$ cat src/rtl/conv_window_sequencer.sv
// Walks the output map of one conv layer slice, streams K*K taps per window into mac_volume, emits results via valid/ready.
// Optional build macro CONV_SEQ_PERF_CNT_EN adds the stall_cycles output-stall counter.
module conv_window_sequencer #(
   parameter int IMG_W   = 16,
   parameter int IMG_H   = 16,
   parameter int K       = 3,
   parameter int STRIDE  = 1,
   parameter int ADDR_W  = 10,
   parameter int MAC_LAT = 1
) (
   input  logic              clk,
   input  logic              rst,
   input  logic              go,
   output logic              busy,
   output logic              done,
   output logic [ADDR_W-1:0] pix_addr,
   output logic              pix_rd_en,
   output logic [7:0]        ker_addr,
   output logic              ker_rd_en,
   output logic              mac_start,
   input  logic [15:0]       conv_in,
   output logic [15:0]       out_data,
   output logic [ADDR_W-1:0] out_addr,
   output logic              out_valid,
   input  logic              out_ready
`ifdef CONV_SEQ_PERF_CNT_EN
   ,output logic [31:0]      stall_cycles
`endif
);

   localparam int OW = (IMG_W - K) / STRIDE + 1;
   localparam int OH = (IMG_H - K) / STRIDE + 1;
   localparam logic [ADDR_W-1:0] L_IMG_W  = ADDR_W'(IMG_W);
   localparam logic [ADDR_W-1:0] L_K      = ADDR_W'(K);
   localparam logic [ADDR_W-1:0] L_STRIDE = ADDR_W'(STRIDE);
   localparam logic [ADDR_W-1:0] L_OW     = ADDR_W'(OW);

   typedef enum logic [1:0] {S_IDLE, S_LOAD, S_DRAIN, S_EMIT} state_t;

   state_t            r_state;
   state_t            w_next;
   logic [ADDR_W-1:0] r_row, r_col, r_ky, r_kx;
   logic [7:0]        r_drain;
   logic              r_mac_start;
   logic              r_done;
   logic [15:0]       r_out_data;
   logic [ADDR_W-1:0] r_out_addr;

   logic              w_last_tap, w_last_win, w_drain_end, w_hs;
   logic [ADDR_W-1:0] w_pix_lin, w_ker_lin, w_out_lin;

   assign w_last_tap  = (r_ky == ADDR_W'(K - 1)) && (r_kx == ADDR_W'(K - 1));
   assign w_last_win  = (r_row == ADDR_W'(OH - 1)) && (r_col == ADDR_W'(OW - 1));
   assign w_drain_end = (r_drain == 8'(MAC_LAT));
   assign w_hs        = (r_state == S_EMIT) && out_ready;
   assign w_pix_lin   = (r_row * L_STRIDE + r_ky) * L_IMG_W + r_col * L_STRIDE + r_kx;
   assign w_ker_lin   = r_ky * L_K + r_kx;
   assign w_out_lin   = r_row * L_OW + r_col;

   always_ff @(posedge clk or posedge rst) begin
      if (rst) r_state <= S_IDLE;
      else     r_state <= w_next;
   end

   always_comb begin
      w_next    = r_state;
      busy      = (r_state != S_IDLE);
      pix_rd_en = 1'b0;
      ker_rd_en = 1'b0;
      pix_addr  = '0;
      ker_addr  = '0;
      out_valid = 1'b0;
      case (r_state)
         S_IDLE: if (go) w_next = S_LOAD;
         S_LOAD: begin
            pix_rd_en = 1'b1;
            ker_rd_en = 1'b1;
            pix_addr  = w_pix_lin;
            ker_addr  = 8'(w_ker_lin);
            if (w_last_tap) w_next = S_DRAIN;
         end
         S_DRAIN: if (w_drain_end) w_next = S_EMIT;
         S_EMIT: begin
            out_valid = 1'b1;
            if (out_ready) w_next = w_last_win ? S_IDLE : S_LOAD;
         end
         default: w_next = S_IDLE;
      endcase
   end

   always_ff @(posedge clk or posedge rst) begin
      if (rst) begin
         r_row       <= '0;
         r_col       <= '0;
         r_ky        <= '0;
         r_kx        <= '0;
         r_drain     <= '0;
         r_mac_start <= 1'b0;
         r_done      <= 1'b0;
         r_out_data  <= '0;
         r_out_addr  <= '0;
      end else begin
         // mac_start lags rd_en by the buffer read latency
         r_mac_start <= pix_rd_en;
         r_done      <= w_hs && w_last_win;
         case (r_state)
            S_IDLE: if (go) begin
               r_row <= '0;
               r_col <= '0;
               r_ky  <= '0;
               r_kx  <= '0;
            end
            S_LOAD: begin
               r_drain <= '0;
               if (r_kx == ADDR_W'(K - 1)) begin
                  r_kx <= '0;
                  r_ky <= (r_ky == ADDR_W'(K - 1)) ? '0 : r_ky + 1'b1;
               end else begin
                  r_kx <= r_kx + 1'b1;
               end
            end
            S_DRAIN: begin
               r_drain <= r_drain + 1'b1;
               if (w_drain_end) begin
                  r_out_data <= conv_in;
                  r_out_addr <= w_out_lin;
               end
            end
            S_EMIT: if (out_ready && !w_last_win) begin
               if (r_col == ADDR_W'(OW - 1)) begin
                  r_col <= '0;
                  r_row <= r_row + 1'b1;
               end else begin
                  r_col <= r_col + 1'b1;
               end
            end
            default: ;
         endcase
      end
   end

   assign mac_start = r_mac_start;
   assign done      = r_done;
   assign out_data  = r_out_data;
   assign out_addr  = r_out_addr;

`ifdef CONV_SEQ_PERF_CNT_EN
   logic [31:0] r_stall;
   always_ff @(posedge clk or posedge rst) begin
      if (rst)                                r_stall <= '0;
      else if (r_state == S_IDLE && go)       r_stall <= '0;
      else if (r_state == S_EMIT && !out_ready && r_stall != 32'hFFFF_FFFF)
                                              r_stall <= r_stall + 1'b1;
   end
   assign stall_cycles = r_stall;
`endif

endmodule

$ cat config.mk
export PLATFORM = sky130hd
export DESIGN_NAME = conv_window_sequencer
export DESIGN_NICKNAME = d
export VERILOG_FILES = /design/src/rtl/conv_window_sequencer.sv
export SDC_FILE = /design/constraint.sdc
export NUM_CORES = 1
export LEC_CHECK = 0
export BUFFER_PORTS_ARGS = -buffer_cell sky130_fd_sc_hd__buf_2
export CORE_MARGIN = 2
export CORE_UTILIZATION = 40
export CTS_BUF_LIST = sky130_fd_sc_hd__clkbuf_2 sky130_fd_sc_hd__clkbuf_4 sky130_fd_sc_hd__clkbuf_8
export DETAILED_ROUTE_END_ITERATION = 8
export GPL_TIMING_DRIVEN = 0
export PLACE_DENSITY = 0.59
export SLEW_MARGIN = 5
export SYNTH_ARGS = -nofsm -noshare
export SYNTH_HDL_FRONTEND = slang
export SYNTH_SLANG_ARGS = --single-unit
$ cat constraint.sdc
create_clock -name clk -period 4 [get_ports clk]
set_input_delay 0.2 -clock clk [delete_from_list [all_inputs] [get_ports clk]]
set_output_delay 0.2 -clock clk [all_outputs]
set_load 0.02 [all_outputs]
Word-level counts from Yosys, hierarchy flattened. Cells that the tools add are included.

Multipliers: 2. Eq/ne operators: 15. Mux-type cells: 23. $lt $le $gt $ge: 0. Reductions and logical operators: 17. Div/mod/pow operators: 0. $add $sub $neg: 10. Shifts and indexed selects: 0. Bitwise logic cells: 0.

Operator list (count): 10-bit 2-to-1 mux (9); 10-bit case mux with 2 select lines (4); 10-bit by 1-bit adder with 10-bit output (second input constant) (4); 10-bit adder (3); 10-bit by 2-bit == test with 1-bit output (second input constant) (2); 10-bit by 4-bit == test with 1-bit output (second input constant) (2); 8-bit case mux with 2 select lines (1); 2-bit != test (second input constant) (6); 10-bit by 2-bit multiplier with 8-bit output (second input constant) (1); 10-bit by 3-bit multiplier with 9-bit output (second input constant) (1); 8-bit by 1-bit adder with 8-bit output (second input constant) (1); 8-bit adder (1); 8-bit by 1-bit == test with 1-bit output (second input constant) (1); 2-bit 2-to-1 mux (4); 8-bit 2-to-1 mux (1); 2-bit case mux with 4 select lines (1); 4-bit AND reduction (2); 2-bit nonzero test (4); 6-bit adder (1); 3-bit AND reduction (2); 1-bit logical AND (5); 2-bit == test (second input constant) (2); 2-bit AND reduction (2); 1-bit 2-to-1 mux (3); 4 further kinds (4).

Word-level logic and storage cells: 77. ROM bits: 0. Register bits after elaboration: 78. Bits in writable memories: 0. Bits in latches: 0. Output and inout port bits: 50. Input bits: 20. Memories kept: 0.

Logic depth before layout (Yosys ltp).
Depth in word-level cells: 6. Depth in mapped cells: 15. Depth with buffers taken out: 15.

Least setup slack after synthesis. Ideal clock, no wire load.

Kind: flip-flop to flip-flop. Start: register r_row[2]. End: register r_out_addr[9], in the netlist out_addr[9]. Arrival: 3.137 ns. Period minus slack after synthesis: 3.263 ns. Setup time: 0.126 ns. Required time: 3.874 ns. Slack: 0.737 ns. Stages on the path, launching flop included: 12. Buffers on the path: 0. Cell sequence: dfrtp_1 > fa_1 > ha_1 > fa_1 > xor2_1 > ha_1 > a21o_1 > a21oi_1 > o21ai_0 > o31a_1 > nor2b_1 > a221o_1.

Cells in the longest elaborated chain, start to end: 2.

Ends and longest elaborated chain: from (decl) (line 42) `logic [ADDR_W-1:0] r_row, r_col, r_ky, r_kx;`; from (signal assigned) (line 132) `r_row <= r_row + 1'b1;`; 10-bit by 3-bit multiplier with 9-bit output (line 58) `assign w_out_lin = r_row * L_OW + r_col;`; 10-bit adder (line 58); to (signal assigned) (line 126) `r_out_addr <= w_out_lin;`; to (decl) (line 47) `logic [ADDR_W-1:0] r_out_addr;`.

Every way passes these cells. A chain may end at the register's enable or synchronous reset.

Worst setup path after layout.
Start: register r_row[0]. End: output pix_addr[8].

Cells in the longest elaborated chain, start to end: 4.

Ends and longest elaborated chain: 6-bit adder (line 56) `assign w_pix_lin = (r_row * L_STRIDE + r_ky) * L_IMG_W + r_col * L_STRIDE + r_kx;`; 10-bit adder (2 in a row) (line 56); 10-bit 2-to-1 mux (line 73) `case (r_state)`; to (decl) (line 16) `output logic [ADDR_W-1:0] pix_addr,`.

Every way passes these cells.

==> summary.md <==
## Floorplan
- **area of the die** 15520 um^2
- **height of the chip** 124.6 um
- **standard-cell rows** 44
- **top-level port count** 70
- **die width** 124.6 um
- **starting density of the core** 40.48%
- **Core Box Area** 14370 um^2

## Yosys
- **area fraction in and, or, nand and nor cells after synthesis** 14.82%
- **share of synthesized registers carrying an async set or reset** 100.0%
- **Compound-Gate Fraction of Synth Area** 12.54%
- **mean area per synthesized cell** 9.679 um^2
- **main combinational cell family by area after synthesis** adder cells
- **number of distinct library cells after synthesis** 56
- **Top FF cell, synth** sky130_fd_sc_hd__dfrtp_1
- **count of flip-flops with a built-in enable after synthesis** 0
- **Mapped Cells** 601
- **syn nets** 712
- **number of warning messages in the yosys log** 0
- **mapped cell area** 5817 um^2
- **share of synthesized area spent on multiplexers** 4.840%
- **post-synthesis share of cell area spent on xor and xnor gates** 7.679%
- **sequential fraction of the synthesis area** 33.56%
- **Synth Area in Adders** 22.41%
- **total of flip-flops plus latches after synthesis** 78

## Setup path
- **capturing element type of the critical path** output port
- **source of the critical timing path** r_row[0]
- **data required time of the critical path** 3800 ps
- **end of the worst register-to-register path** out_addr[9]
- **reg-to-reg setup timing slack** 420 ps
- **highest fanout seen on the critical path** 9
- **cell chain of the critical path** ha_1 -> inv_1 -> fa_1 -> inv_1 -> fa_1 -> ha_1 -> and2_1 -> a311oi_2 -> a21oi_1 -> xnor2_1 -> nor2_1 -> buf_2
- **number of cells on the worst reg-to-reg path** 11
- **cell with the largest stage delay on the worst path** sky130_fd_sc_hd__dfrtp_2
- **kind of start point of the critical path** register
- **type of the setup path with the least slack** register to output port
- **Critical Path AT** 3550 ps
- **worst reg2reg startpoint** r_row[2]
- **biggest cell delay along the critical path** 500 ps

## Global routing
- **number of global-route vias before repair** 4498
- **antenna violations before repair** 0
- **global-route wire length before repair** 21530 um
- **largest net degree at the start of global routing** 57
- **total congestion overflow** 0
- **GRT Util Overall** 17.09%

## Pwr
- **post-layout total power** 1471 uW
- **Worst VDD drop** 114.3 uV
- **PwrDens** 221.3 nW/um^2
- **leakage power of the design** 0.003174 uW

## STA
- **Final Critical Period** 3745 ps
- **Peak Freq** 0.2670 GHz
- **worst-case clock skew** 12.92 ps
- **Worst Slack Setup Final** 254.8 ps
- **setup repair after global routing missed its margin** false
- **Final Setup Violations** 0
- **number of hold violations in the final report** 0
- **transition time at the pin with the least slew margin** 604.5 ps
- **count of final max-slew check failures** 0
- **slew margin rel.** 58.55%
- **Total Negative Setup Slacks** 0 ps
- **crit share post-route** 93.63%

## Clock network
- **number of H-tree levels** 3
- **clock transition at the registers of the reported paths** 90 ps
- **CTS Buf Count** 9
- **clock sink count** 78
- **clock tree from TritonCTS** done
- **number of buffers inserted to repair setup after CTS** 0
- **maximum buffer depth of the clock tree** 2
- **Clock Latency Late Sink** 370 ps
- **CTS root buf** sky130_fd_sc_hd__clkbuf_8

## Route
- **Post-Route WL** 12830 um
- **Final ANT Viol Nets** 0
- **Routed WL per cell** 14.71 um
- **via count** 4492
- **DRC** 0
- **vias per std cell** 5.151
- **Initial DRT Pass Iterations** 4
- **number of DRC violations after detailed-routing iteration 0** 226

## Placed design
- **global placement routability congestion** 0.8006
- **number of buffer cells added on primary ports** 69
- **Post-Place Setup Slack** 418.6 ps
- **detailed placer's ending HPWL** 9761 um

## Final layout
- **antenna cells** 0
- **leading cell type in the layout, fill and taps excluded** sky130_fd_sc_hd__dfrtp_1
- **leading cell types in the layout, fill and taps excluded** sky130_fd_sc_hd__dfrtp_1, sky130_fd_sc_hd__buf_2, sky130_fd_sc_hd__ha_1, sky130_fd_sc_hd__nor2_1, sky130_fd_sc_hd__inv_1
- **P&R area growth vs syn** 14.24%
- **# fillers** 1417
- **share of layout cells above drive strength 1** 18.02%
- **number of nets at the end of the flow** 794

## Worst hold path
- **worst hold path cell count** 2
- **Endpoint, Worst Hold** out_data[2]
- **class of the tightest hold or removal check** input port to register
- **start point of the worst min-delay path** conv_in[2]

## Outcome
- **run status** completed

## Run
- **count of maximum capacitance violations** 0

==> worst max-delay path by stage <==
stage               slack (ps)           to  cells after the start
finish                     250  pix_addr[8]                     12
global route                20  pix_addr[8]                     12
CTS                          7  pix_addr[8]                     12
detailed placement         420  out_addr[9]                     11
global placement           450  pix_addr[8]                     12
floorplan                  740  out_addr[9]                     11
==> stage by stage <==
step	hold slack (ps)	instance area, um^2	instances	utilization (%)
after floorplan	322.6	5817	601	-
after global placement	432.1	6392	854	44.49
after detailed placement	189.2	6422	855	44.70
after CTS	29.39	6629	872	46.13
after global routing	30.64	6645	872	46.25
final	50.71	6645	872	46.25
==> metal layers <==
metal / vias up / wire (um) / track usage [%]
li1: 2240 / - / -
met1: 2180 / 6082 / 22.48
met2: 62 / 6200 / 28.54
met3: 10 / 394 / 3.179
met4: 0 / 153 / 5.420
met5: - / 0 / 0
==> power by group <==
group | total (uW) | switching, uW | internal [uW]
combinational | 57.2 | 35.4 | 21.8
clock | 614 | 325 | 289
sequential | 799 | 3.64 | 796
==> logic make-up after synthesis <==
| logic type | count (synthesis) |
|---|---|
| AO/OA/AOI/OAI | 119 |
| AND/OR/NAND/NOR | 174 |
| flip-flops | 78 |
| buffers and inverters | 63 |
| adder cells (fa/ha/maj) | 91 |
| multiplexers | 25 |
| XOR/XNOR | 51 |
==> area by class of cell <==
class | instances | area [um^2] | share of cell area [%]
tap | 184 | 230.2 | 3.465
clock inverter | 7 | 72.57 | 1.092
timing repair buffer | 71 | 382.9 | 5.762
buffer | 14 | 57.56 | 0.8661
inverter | 49 | 186.4 | 2.806
sequential | 78 | 1954 | 29.41
clock buffer | 9 | 123.9 | 1.864
multi-input combinational | 460 | 3637 | 54.74
==> registers in the layout, summed over array words and instances, names as in the netlist <==
| name | flops |
|---|---|
| r_state | 2 |
| r_col | 10 |
| r_kx | 10 |
| r_drain | 8 |
| r_row | 10 |
| out_addr | 10 |
| r_ky | 10 |
| done | 1 |
| out_data | 16 |
| mac_start | 1 |
==> Yosys cell counts, drive strengths merged, types with 8 or more instances <==
cell type  instances  area, um^2
xnor2             37       324.1
nor3              15       86.34
xor2              14       122.6
fa                22       440.4
nand3             16       80.08
inv               49       183.9
nor2              51       193.9
dfrtp             78        1952
and2               8       50.05
clkbuf            11       41.29
nand2             42       160.2
ha                69       863.3
mux2              22       251.5
a21oi             30       153.9
o21ai             40       200.2
a21o              10       75.07
nand4             10       62.56
==> worst max-delay path: cells and delay by family, from the launching register on <==
family,cells,cell delay (ps)
AO/OA/AOI/OAI,2,440
XOR/XNOR,1,180
adder cells (fa/ha/maj),4,1540
buffers and inverters,3,290
flip-flops,1,500
AND/OR/NAND/NOR,2,230
==> what timing repair did <==
item / 4_1_cts / 5_1_grt
hold buffers: 1 / 0
gates resized for setup: 0 / 4
hold endpoints to repair: 22 / 0
setup endpoints to repair: 0 / 3
(Power assumes the default switching activity.)
